--- src/rtl/force_seq_pkg.sv ---
`default_nettype none
// ============================================================================
// Module   : force_seq_pkg
// Purpose  : Shared types for the force/release sequencer and its FIFO.
// Revision : 1.0 - initial release
// ============================================================================
package force_seq_pkg;

    localparam int c_cmd_width  = 8;
    localparam int c_cmd_hold_w = 8;

    typedef enum logic [1:0] {
        OP_FORCE       = 2'b00,
        OP_RELEASE     = 2'b01,
        OP_RELEASE_ALL = 2'b10,
        OP_RSVD        = 2'b11
    } op_e;

    typedef enum logic [1:0] {
        S_IDLE    = 2'd0,
        S_APPLY   = 2'd1,
        S_HOLD    = 2'd2,
        S_RELEASE = 2'd3
    } state_e;

    typedef struct packed {
        op_e                     op;
        logic [c_cmd_width-1:0]  mask;
        logic [c_cmd_width-1:0]  value;
        logic [c_cmd_hold_w-1:0] hold;
    } cmd_t;

endpackage
`default_nettype wire

--- src/rtl/seq_cmd_fifo.sv ---
`default_nettype none
// ============================================================================
// Module   : seq_cmd_fifo
// Purpose  : Small synchronous command FIFO with async reset and flush.
// Revision : 1.0 - initial release
// ============================================================================
module seq_cmd_fifo #(
    parameter int DEPTH  = 4,
    parameter int DATA_W = 8
) (
    input  logic              clk,
    input  logic              rst,
    input  logic              flush,
    input  logic              push,
    input  logic [DATA_W-1:0] push_data,
    input  logic              pop,
    output logic [DATA_W-1:0] pop_data,
    output logic              full,
    output logic              empty
);

    localparam int c_ptr_w = $clog2(DEPTH);
    localparam int c_cnt_w = c_ptr_w + 1;
    localparam logic [c_cnt_w-1:0] c_depth   = c_cnt_w'(DEPTH);
    localparam logic [c_cnt_w-1:0] c_cnt_one = c_cnt_w'(1);
    localparam logic [c_ptr_w-1:0] c_ptr_one = c_ptr_w'(1);

    logic [DATA_W-1:0]  r_mem [DEPTH];
    logic [c_ptr_w-1:0] r_wr_ptr;
    logic [c_ptr_w-1:0] r_rd_ptr;
    logic [c_cnt_w-1:0] r_count;
    logic               w_do_push;
    logic               w_do_pop;

    assign full      = (r_count == c_depth);
    assign empty     = (r_count == '0);
    assign w_do_push = push && !full && !flush;
    assign w_do_pop  = pop && !empty && !flush;
    assign pop_data  = r_mem[r_rd_ptr];

    // Pointers wrap naturally because DEPTH is a power of two.
    always_ff @(posedge clk or posedge rst) begin
        if (rst) begin
            r_wr_ptr <= '0;
            r_rd_ptr <= '0;
            r_count  <= '0;
        end else if (flush) begin
            r_wr_ptr <= '0;
            r_rd_ptr <= '0;
            r_count  <= '0;
        end else begin
            if (w_do_push) r_wr_ptr <= r_wr_ptr + c_ptr_one;
            if (w_do_pop)  r_rd_ptr <= r_rd_ptr + c_ptr_one;
            case ({w_do_push, w_do_pop})
                2'b10:   r_count <= r_count + c_cnt_one;
                2'b01:   r_count <= r_count - c_cnt_one;
                default: r_count <= r_count;
            endcase
        end
    end

    always_ff @(posedge clk) begin
        if (w_do_push) r_mem[r_wr_ptr] <= push_data;
    end

endmodule
`default_nettype wire

--- src/rtl/force_release_sequencer.sv ---
`default_nettype none
// ============================================================================
// Module   : force_release_sequencer
// Purpose  : Serial force/release command sequencer driving a force-mux stage.
// Revision : 1.0 - initial release
// ============================================================================
module force_release_sequencer
    import force_seq_pkg::*;
#(
    parameter int WIDTH  = c_cmd_width,
    parameter int DEPTH  = 4,
    parameter int HOLD_W = c_cmd_hold_w
) (
    input  logic              clk,
    input  logic              rst,
    input  logic              cmd_valid,
    output logic              cmd_ready,
    input  logic [1:0]        cmd_op,
    input  logic [WIDTH-1:0]  cmd_mask,
    input  logic [WIDTH-1:0]  cmd_value,
    input  logic [HOLD_W-1:0] cmd_hold,
    input  logic              abort,
    output logic [WIDTH-1:0]  force_en,
    output logic [WIDTH-1:0]  force_val,
    output logic              release_pulse,
    output logic [WIDTH-1:0]  release_mask,
    output logic              busy,
    output logic              err_op
);

    localparam logic [HOLD_W-1:0] c_hold_one = HOLD_W'(1);

    state_e            r_state;
    state_e            w_state_nxt;
    cmd_t              r_cmd;
    cmd_t              w_cmd_nxt;
    cmd_t              w_push_cmd;
    cmd_t              w_head_cmd;
    logic [HOLD_W-1:0] r_hold_cnt;
    logic [HOLD_W-1:0] w_hold_cnt_nxt;
    logic [WIDTH-1:0]  r_force_en;
    logic [WIDTH-1:0]  w_force_en_nxt;
    logic [WIDTH-1:0]  r_force_val;
    logic [WIDTH-1:0]  w_force_val_nxt;
    logic              r_release_pulse;
    logic [WIDTH-1:0]  r_release_mask;
    logic [WIDTH-1:0]  w_rel;
    logic [WIDTH-1:0]  w_rel_sel;
    logic              r_err_op;
    logic              w_err_op_nxt;
    logic              w_pop;
    logic              w_full;
    logic              w_empty;
    logic [$bits(cmd_t)-1:0] w_head_bits;

    assign w_push_cmd.op    = op_e'(cmd_op);
    assign w_push_cmd.mask  = cmd_mask;
    assign w_push_cmd.value = cmd_value;
    assign w_push_cmd.hold  = cmd_hold;
    assign w_head_cmd       = cmd_t'(w_head_bits);

    seq_cmd_fifo #(
        .DEPTH  (DEPTH),
        .DATA_W ($bits(cmd_t))
    ) u_fifo (
        .clk       (clk),
        .rst       (rst),
        .flush     (abort),
        .push      (cmd_valid && cmd_ready),
        .push_data (w_push_cmd),
        .pop       (w_pop),
        .pop_data  (w_head_bits),
        .full      (w_full),
        .empty     (w_empty)
    );

    assign cmd_ready     = !w_full && !abort;
    assign busy          = (r_state != S_IDLE) || !w_empty;
    assign force_en      = r_force_en;
    assign force_val     = r_force_val;
    assign release_pulse = r_release_pulse;
    assign release_mask  = r_release_mask;
    assign err_op        = r_err_op;

    always_ff @(posedge clk or posedge rst) begin
        if (rst) r_state <= S_IDLE;
        else     r_state <= w_state_nxt;
    end

    always_comb begin
        w_state_nxt     = r_state;
        w_cmd_nxt       = r_cmd;
        w_hold_cnt_nxt  = r_hold_cnt;
        w_force_en_nxt  = r_force_en;
        w_force_val_nxt = r_force_val;
        w_err_op_nxt    = r_err_op;
        w_rel           = '0;
        w_rel_sel       = '0;
        w_pop           = 1'b0;

        if (abort) begin
            w_state_nxt    = S_IDLE;
            w_hold_cnt_nxt = '0;
            w_force_en_nxt = '0;
            w_rel          = r_force_en;
        end else begin
            case (r_state)
                S_IDLE: begin
                    if (!w_empty) begin
                        w_pop       = 1'b1;
                        w_cmd_nxt   = w_head_cmd;
                        w_state_nxt = S_APPLY;
                    end
                end
                S_APPLY: begin
                    w_state_nxt = S_IDLE;
                    case (r_cmd.op)
                        OP_FORCE: begin
                            w_force_en_nxt  = r_force_en | r_cmd.mask;
                            w_force_val_nxt = (r_force_val & ~r_cmd.mask) | (r_cmd.value & r_cmd.mask);
                            if (r_cmd.hold != '0) begin
                                w_hold_cnt_nxt = r_cmd.hold;
                                w_state_nxt    = S_HOLD;
                            end
                        end
                        OP_RELEASE, OP_RELEASE_ALL: begin
                            w_rel_sel      = (r_cmd.op == OP_RELEASE_ALL) ? '1 : r_cmd.mask;
                            w_rel          = r_force_en & w_rel_sel;
                            w_force_en_nxt = r_force_en & ~w_rel_sel;
                        end
                        default: w_err_op_nxt = 1'b1;
                    endcase
                end
                S_HOLD: begin
                    // Counter is checked before decrementing so hold=N yields N+1 forced cycles.
                    if (r_hold_cnt <= c_hold_one) w_state_nxt    = S_RELEASE;
                    else                          w_hold_cnt_nxt = r_hold_cnt - c_hold_one;
                end
                S_RELEASE: begin
                    w_rel          = r_force_en & r_cmd.mask;
                    w_force_en_nxt = r_force_en & ~r_cmd.mask;
                    w_hold_cnt_nxt = '0;
                    w_state_nxt    = S_IDLE;
                end
                default: w_state_nxt = S_IDLE;
            endcase
        end
    end

    always_ff @(posedge clk or posedge rst) begin
        if (rst) begin
            r_cmd           <= '0;
            r_hold_cnt      <= '0;
            r_force_en      <= '0;
            r_force_val     <= '0;
            r_release_pulse <= 1'b0;
            r_release_mask  <= '0;
            r_err_op        <= 1'b0;
        end else begin
            r_cmd           <= w_cmd_nxt;
            r_hold_cnt      <= w_hold_cnt_nxt;
            r_force_en      <= w_force_en_nxt;
            r_force_val     <= w_force_val_nxt;
            r_release_pulse <= (w_rel != '0);
            r_release_mask  <= w_rel;
            r_err_op        <= w_err_op_nxt;
        end
    end

endmodule
`default_nettype wire

--- config.mk ---
export PLATFORM = sky130hd
export DESIGN_NAME = force_release_sequencer
export DESIGN_NICKNAME = d
export VERILOG_FILES = /design/src/rtl/force_seq_pkg.sv /design/src/rtl/seq_cmd_fifo.sv /design/src/rtl/force_release_sequencer.sv
export SDC_FILE = /design/constraint.sdc
export NUM_CORES = 1
export LEC_CHECK = 0
export CAP_MARGIN = 20
export CORE_MARGIN = 2
export CORE_UTILIZATION = 58
export DETAILED_ROUTE_END_ITERATION = 16
export GPL_ROUTABILITY_DRIVEN = 0
export GPL_TIMING_DRIVEN = 0
export PLACE_DENSITY = 0.8
export SETUP_SLACK_MARGIN = 0.02
export SLEW_MARGIN = 20
export SYNTH_ARGS = -nofsm -noshare
export SYNTH_HDL_FRONTEND = slang
export SYNTH_SLANG_ARGS = --single-unit
--- constraint.sdc ---
create_clock -name clk -period 2.5 [get_ports clk]
set_input_delay 0.5 -clock clk [delete_from_list [all_inputs] [get_ports clk]]
set_output_delay 0.5 -clock clk [all_outputs]
set_load 0.005 [all_outputs]
==> flow_summary_export.csv, run 1 <==
group,metric,value,unit
clocking,cts_buffers,17,
placement,dpl.hpwl,9.42,mm
grt,grt_max_degree,42,
detailed_routing,drc,0,
clocking,clock_sinks,173,
placement,placed_area,8130,um^2
detailed_routing,drt-total-wl,14.7,mm
floorplanning,rows,40,
sta,max_freq,410,MHz
setup_path,rr_worst_depth,4,
clocking,clock_latency,0.43,ns
detailed_routing,dr.pass1.iters,5,
setup_path,cp.depth,5,
clocking,cts_tree,"built",
grt,antenna_found_initial,0,
clocking,clk_pin_slew_worst_paths,0.06,ns
detailed_routing,drtAntennaViolNets,0,
layout,area_growth,21.0,%
setup_path,critPathRequiredTime,2.00,ns
detailed_routing,viasPerCell,5.93,
placement,port_buffers,56,
grt,gr-total-overflow,0,
setup_path,crit_path_frequent_cell,"buf_2",
logic_synthesis,syn-num-nets,486,
logic_synthesis,synth-edff-count,104,
sta,hold_viol_final,0,
setup_path,r2r-end,"r_cmd[18]",
sta,rsz0062_at_grt,"yes",
setup_path,worst_path_largest_cell_delay,0.47,ns
floorplanning,num_io_pins,58,
logic_synthesis,syn_area,7250,um^2
logic_synthesis,ys_warn_count,0,
layout,fin_nets,568,
grt,grt_pass1_wl,23.2,mm
clocking,clock_path_buffers,2,
logic_synthesis,postSynth.asyncResetShare,39.9,%
detailed_routing,wl_per_cell,20.9,um
sta,slew_headroom,52.3,%
setup_path,path_cells,"buf_2 > buf_2 > buf_4 > a21oi_1 > clkdlybuf4s50_1",
layout,final_area,8780,um^2
sta,period_share,97.6,%
floorplanning,die_w,116,um
power,powerDensity,1160,nW/um^2
floorplanning,dieArea,13400,um^2
setup_path,arrival,1.94,ns
floorplanning,start_util,59.9,%
floorplanning,coreArea,12100,um^2
sta,setup_violations,0,
setup_path,setup.worst_path.start,"abort",
detailed_routing,drt_iter0_drc,365,
sta,fin_crit,2.44,ns
setup_path,cp-start-kind,"input pin",
logic_synthesis,synth_cell_types,56,
layout,post-route-util,72.5,%
outcome,status,"finished, final reports clean",
setup_path,end_kind,"primary output",
power,total_power,10.2,mW
power,irDropWorstVdd,578,uV
grt,grtUsageMet2,38.8,%
layout,drive_gt1_share,24.4,%
sta,worst_pin_slew,0.715,ns
clocking,htreeDepth,4,
setup_path,regToRegSetupSlack,0.24,ns
setup_path,r2r-start,"u_fifo.r_rd_ptr[1]",
floorplanning,die_h,116,um
detailed_routing,num_vias,4181,
grt,top_usage_layer,"met2",
min_path,min_path_type,"in2async",
setup_path,critPathMaxFanout,10,
grt,grt_pass1_vias,4264,
power,p_leak,3.24,nW
logic_synthesis,synthCells,442,
sta,slew_violations,0,
grt,met1_usage,32.5,%
grt,grt_usage,24.0,%
setup_path,critPathBufInv,4,
setup_path,crit_family,"buffers and inverters",
sta,skew,0.00702,ns
setup_path,path_class,"in2out",
layout,antenna_cells,0,
logic_synthesis,synth_flop_cell,"edfxtp_1",
logic_synthesis,seq_area_frac_synth,66.9,%
logic_synthesis,yosys_register_bits,173,
clocking,root_buffer,"clkbuf_16",
grt,grt.met3_usage,5.60,%
logic_synthesis,syn-mean-instance-area,16.4,um^2
setup_path,endpoint,"cmd_ready",
setup_path,slowest_stage,"clkdlybuf4s50_1",
run,max_cap_violations,0,
worst min path at each step:
stage	slack, ns	depth (start not counted)	endpoint
6_report	0.42	2	release_mask[6]
5_1_grt	0.45	2	release_mask[6]
4_1_cts	0.41	2	release_mask[6]
3_5_place_dp	0.49	1	flip-flop
3_3_place_gp	0.48	1	err_op
2_1_floorplan	0.47	1	err_op
cells by family (layout without fill, tap and decap cells):
group	after synthesis	in the layout	synth area share (%)
flip-flops	173	173	66.9
buffers and inverters	32	127	1.88
AO/OA/AOI/OAI	66	66	7.30
AND/OR/NAND/NOR	87	87	6.73
XOR/XNOR	6	6	0.828
adder cells (fa/ha/maj)	14	14	2.52
multiplexers	64	64	13.9
worst register-to-register path: cells and delay by family, from the launching register on:
kind | cells | cell delay [ns]
flip-flops | 1 | 0.32
multiplexers | 2 | 0.73
buffers and inverters | 2 | 1.10
cell type report:
class	count	area (um^2)
clock inverters	7	96.3
well taps	168	210
clock buffers	25	528
inverters	14	55.1
plain buffers	18	87.6
multi-input cells	237	2280
repair buffers	63	676
fillers	771	3330
flip-flops and latches	173	4850
cells in the final DEF (no fill, tap or decap), types with 11 or more instances in the layout:
| master | netlist | layout |
|---|---|---|
| ha_1 | 13 | 12 |
| clkdlybuf4s50_1 | 0 | 56 |
| inv_1 | 14 | 12 |
| clkbuf_16 | 0 | 19 |
| a21oi_1 | 12 | 12 |
| nor2_1 | 21 | 21 |
| dfrtp_1 | 69 | 69 |
| nand2_1 | 22 | 22 |
| o21ai_0 | 11 | 11 |
| edfxtp_1 | 104 | 104 |
| mux2_2 | 27 | 27 |
| mux4_2 | 26 | 26 |
state kept, by name (all words and copies together) (netlist names), named ones only:
signal and count:
err_op 1, force_en 8, r_cmd 26, r_hold_cnt 8
r_state 2, release_mask 8, release_pulse 1, u_fifo.r_count 3
u_fifo.r_mem 104, u_fifo.r_rd_ptr 2, u_fifo.r_wr_ptr 2
metal layers:
layer | up-vias | routed length [um]
met5 | - | 0
met4 | 0 | 220
met3 | 15 | 727
met2 | 143 | 7530
met1 | 2159 | 6260
li1 | 1864 | -
synth_stat cells (all sizes together), types with 3 or more instances:
cell    count  area [um^2]
a211oi      7         90.1
a21oi      12         60.1
a22o        5         43.8
a22oi       6         45.0
a311oi      4         60.1
a32o        4         40.0
and2        9         56.3
buf        13         65.1
clkbuf      5         18.8
dfrtp      69         1730
edfxtp    104         3120
ha         13          163
inv        14         52.6
mux2       34          383
mux2i       4         40.0
mux4       26          586
nand2      22         82.6
nor2       23         96.4
nor2b       5         31.3
nor3        7         40.0
nor3b       3         22.5
nor4        3         31.3
o21ai      15         75.1
o31ai       3         36.3
or3         5         31.3
xor2        4         42.6
per-stage QoR:
| stage | hold slack, ns | setup TNS [ns] | setup slack [ns] | std cells |
|---|---|---|---|---|
| 4_1_cts | 0.414 | 0 | 0.0292 | 704 |
| 2_1_floorplan | 0.466 | 0 | 0.0540 | 442 |
| 3_3_place_gp | 0.485 | -130.18 | -0.915 | 666 |
| 3_5_place_dp | 0.490 | -0.406 | -0.406 | 671 |
| 5_1_grt | 0.455 | 0 | 0.00481 | 705 |
| 6_report | 0.418 | 0 | 0.0589 | 705 |
timing repair:
item | 4_1_cts | 5_1_grt
gates resized for setup | 3 | 1
pin swaps | 1 | 1
setup buffers | 1 | 1
hold buffers | 0 | 0
setup endpoints to repair | 3 | 2
power breakdown:
part	switching, mW	internal (mW)	total (mW)
clock	1.06	1.68	2.73
combinational	1.55	1.71	3.26
sequential	0.557	3.64	4.20
Power figures use the tool's default switching activity.
==> run 2: changes to the inputs <==
--- a/config.mk
+++ b/config.mk
@@ -11,9 +11,9 @@
 export DETAILED_ROUTE_END_ITERATION = 16
 export GPL_ROUTABILITY_DRIVEN = 0
 export GPL_TIMING_DRIVEN = 0
-export PLACE_DENSITY = 0.8
+export PLACE_DENSITY = 0.79
 export SETUP_SLACK_MARGIN = 0.02
-export SLEW_MARGIN = 20
 export SYNTH_ARGS = -nofsm -noshare
 export SYNTH_HDL_FRONTEND = slang
+export SYNTH_HIERARCHICAL = 1
 export SYNTH_SLANG_ARGS = --single-unit
==> constraint.sdc (replaced) <==
create_clock -name clk -period 2.3 [get_ports clk]
set_input_delay 0.46 -clock clk [delete_from_list [all_inputs] [get_ports clk]]
set_output_delay 0.46 -clock clk [all_outputs]
set_load 0.005 [all_outputs]
==> flow_summary_export.csv, run 2 <==
group,metric,value,unit
clocking,clock_latency,0.44,ns
run,max_cap_violations,0,
grt,antenna_found_initial,0,
floorplanning,dieArea,13600,um^2
setup_path,r2r-start,"u_fifo/r_count[0]",
setup_path,arrival,2.67,ns
layout,mostFrequentLayoutCells,"104 x edfxtp_1, 68 x dfrtp_1, 55 x clkdlybuf4s50_1",
setup_path,crit_family,"simple AND/OR/NAND/NOR gates",
logic_synthesis,synthTopCellsByArea,"edfxtp_1 43%, dfrtp_1 24%, mux4_2 8.0%",
power,powerDensity,957,nW/um^2
logic_synthesis,synth_flop_cell,"edfxtp_1",
sta,fin_crit,2.39,ns
detailed_routing,drt_iter0_drc,424,
outcome,status,"complete, but fails checks",
logic_synthesis,yosys.area.top_type,"edfxtp_1",
layout,area_growth,23.9,%
logic_synthesis,synth_cell_types,58,
placement,dp_cells,716,
setup_path,path_class,"reg2reg",
clocking,cts_buffers,17,
clocking,clock_path_buffers,2,
clocking,htreeDepth,4,
sta,rsz0062_at_grt,"yes",
power,total_power,8.70,mW
sta,fin_hold_ws,0.319,ns
layout,regMostFlops,"u_fifo/r_mem",
power,p_leak,3.39,nW
layout,fin_nets,635,
logic_synthesis,synth_common_cells,"104 x edfxtp_1, 69 x dfrtp_1, 34 x nand2_1, 29 x o21ai_0, 28 x mux2_2",
logic_synthesis,seq_area_frac_synth,66.0,%
logic_synthesis,syn-num-nets,531,
detailed_routing,viasPerCell,5.81,
logic_synthesis,synth.most_common_cell,"edfxtp_1",
clocking,clk_pin_slew_worst_paths,0.06,ns
sta,hold_viol_final,0,
floorplanning,start_util,58.9,%
sta,max_freq,419,MHz
grt,grt_pass1_vias,4327,
sta,period_share,104,%
power,switching_share,28.2,%
clocking,cts_tree,"built",
sta,slew_headroom,46.7,%
placement,placed_area,8170,um^2
layout,final_area,9100,um^2
min_path,min_path_type,"in2async",
power,power_frac_seq,47.9,%
grt,gr-total-overflow,0,
setup_path,worst_path_largest_cell_delay,0.49,ns
floorplanning,coreArea,12500,um^2
layout,final_cells,775,
layout,largest_reg_flops,104,
floorplanning,num_io_pins,58,
layout,antenna_cells,0,
placement,dpl.hpwl,9.24,mm
grt,grt_usage,23.8,%
sta,skew,0.0117,ns
layout,drive_gt1_share,26.4,%
setup_path,critPathMaxFanout,5,
floorplanning,die_h,117,um
layout,layout_commonest_cell,"edfxtp_1",
grt,grt_pass1_wl,23.4,mm
logic_synthesis,syn_area,7340,um^2
setup_path,critPathBufInv,3,
logic_synthesis,ys_warn_count,6,
sta,setup_tns,-0.106,ns
setup_path,path_cells,"buf_4 > nor3b_4 > nor2_2 > and2_4 > buf_8 > inv_8 > nor2_4 > nor3_2 > fa_1 > o2111ai_2 > a211oi_2",
power,p_comb_share,19.9,%
logic_synthesis,synth-edff-count,104,
layout,post-route-util,73.0,%
sta,setup_violations,2,
logic_synthesis,syn-mean-instance-area,15.1,um^2
sta,worst_pin_slew,0.799,ns
setup_path,critPathRequiredTime,2.59,ns
setup_path,setup.worst_path.start,"u_fifo/r_count[0]",
setup_path,cp-start-kind,"flip-flop",
detailed_routing,dr.pass1.iters,5,
floorplanning,rows,41,
detailed_routing,drc,0,
detailed_routing,drt-total-wl,15.7,mm
clocking,clock_sinks,173,
power,p_int,6.25,mW
floorplanning,die_w,117,um
outcome,violations,"negative setup slack",
logic_synthesis,postSynth.asyncResetShare,39.9,%
setup_path,end_kind,"flip-flop",
detailed_routing,wl_per_cell,20.2,um
placement,port_buffers,57,
power,irDropWorstVdd,602,uV
layout,top_regs,"u_fifo/r_mem (104), r_cmd (26)",
logic_synthesis,synth.top_cell.area_share,42.5,%
detailed_routing,num_vias,4501,
logic_synthesis,synthCells,486,
setup_path,slowest_stage,"fa_1",
logic_synthesis,yosys_register_bits,173,
clocking,root_buffer,"clkbuf_16",
sta,slew_violations,0,
grt,grt_max_degree,36,
sta,setup_slack,-0.0874,ns
detailed_routing,drtAntennaViolNets,0,
power,clockPowerShare,32.3,%
placement,place_ws,-1.10,ns
power,p_sw,2.45,mW
## run 2: cell count changes after synthesis, moves of 4 or more
cell	change
o21a_1	+4
a211oi_2	-4
o21ai_0	+18
mux2_1	-7
or3_1	-4
nor2_1	+6
a22o_1	-4
a311oi_1	+4
a32o_1	-4
a211oi_1	+4
inv_1	+5
o21ai_1	-4
a21oi_1	+9
nand2_1	+12
## run 2: power by group through the flow
stage | clock network (mW) | registers, mW | logic, mW
2_1_floorplan | 0 | 4.09 | 1.01
3_5_place_dp | 0 | 4.21 | 1.66
6_report | 2.81 | 4.17 | 1.73
3_3_place_gp | 0 | 4.18 | 1.58
5_1_grt | 2.96 | 4.22 | 1.90
4_1_cts | 2.84 | 4.15 | 1.70
## run 2: worst register-to-register path: cells and delay by family (launching register included)
family / cells / cell delay, ns
simple gates: 5 / 0.76
fa+ha+maj: 1 / 0.49
flops: 1 / 0.41
buf+inv: 3 / 0.36
compound gates: 2 / 0.22
## run 2: metal layers
metal	wire (um)	up-vias	track usage, %
met3	879	30	4.72
met5	0	-	0
li1	-	2054	-
met1	6640	2256	33.1
met4	450	0	9.92
met2	7690	161	37.5
## run 2: what timing repair did
| item | in CTS | in global routing |
|---|---|---|
| buffers inserted | 8 | 13 |
| gates cloned | 7 | 0 |
| endpoints found under the setup margin | 109 | 9 |
| hold buffers | 0 | 0 |
| resized for setup | 28 | 15 |
| pin swaps | 9 | 10 |
## run 2: layout make-up
cell class                 count  area [um^2]
fill                         754         3370
inverter                      20         82.6
timing repair buffer          80          773
multi-input combinational    277         2430
sequential                   173         4850
clock buffer                  21          493
clock inverter                11         92.6
buffer                        21          156
tap                          172          215
## run 2: cell families (layout without fill, tap and decap cells)
group,after synthesis,in the layout,synth area share [%]
AOI/OAI and AO/OA,86,86,7.79
xor gates and xnor gates,6,6,0.716
DFF,173,173,66.0
muxes,55,55,12.4
and+or+nand+nor,109,115,7.70
adders and majority gates,15,15,2.66
buffers and inverters,42,153,2.69
## run 2: final timing paths
| check | cells past startpoint | endpoint | slack, ns |
|---|---|---|---|
| setup / recovery | 11 | u_fifo/r_count[1] | -0.09 |
| hold / removal | 2 | u_fifo/r_count[1] | 0.32 |
| setup reg to reg | 11 | u_fifo/r_count[1] | -0.09 |
| hold reg to reg | 1 | err_op | 0.48 |
| max in group asynchronous | 3 | r_state[1] | 1.13 |
| min in group clk | 1 | err_op | 0.48 |
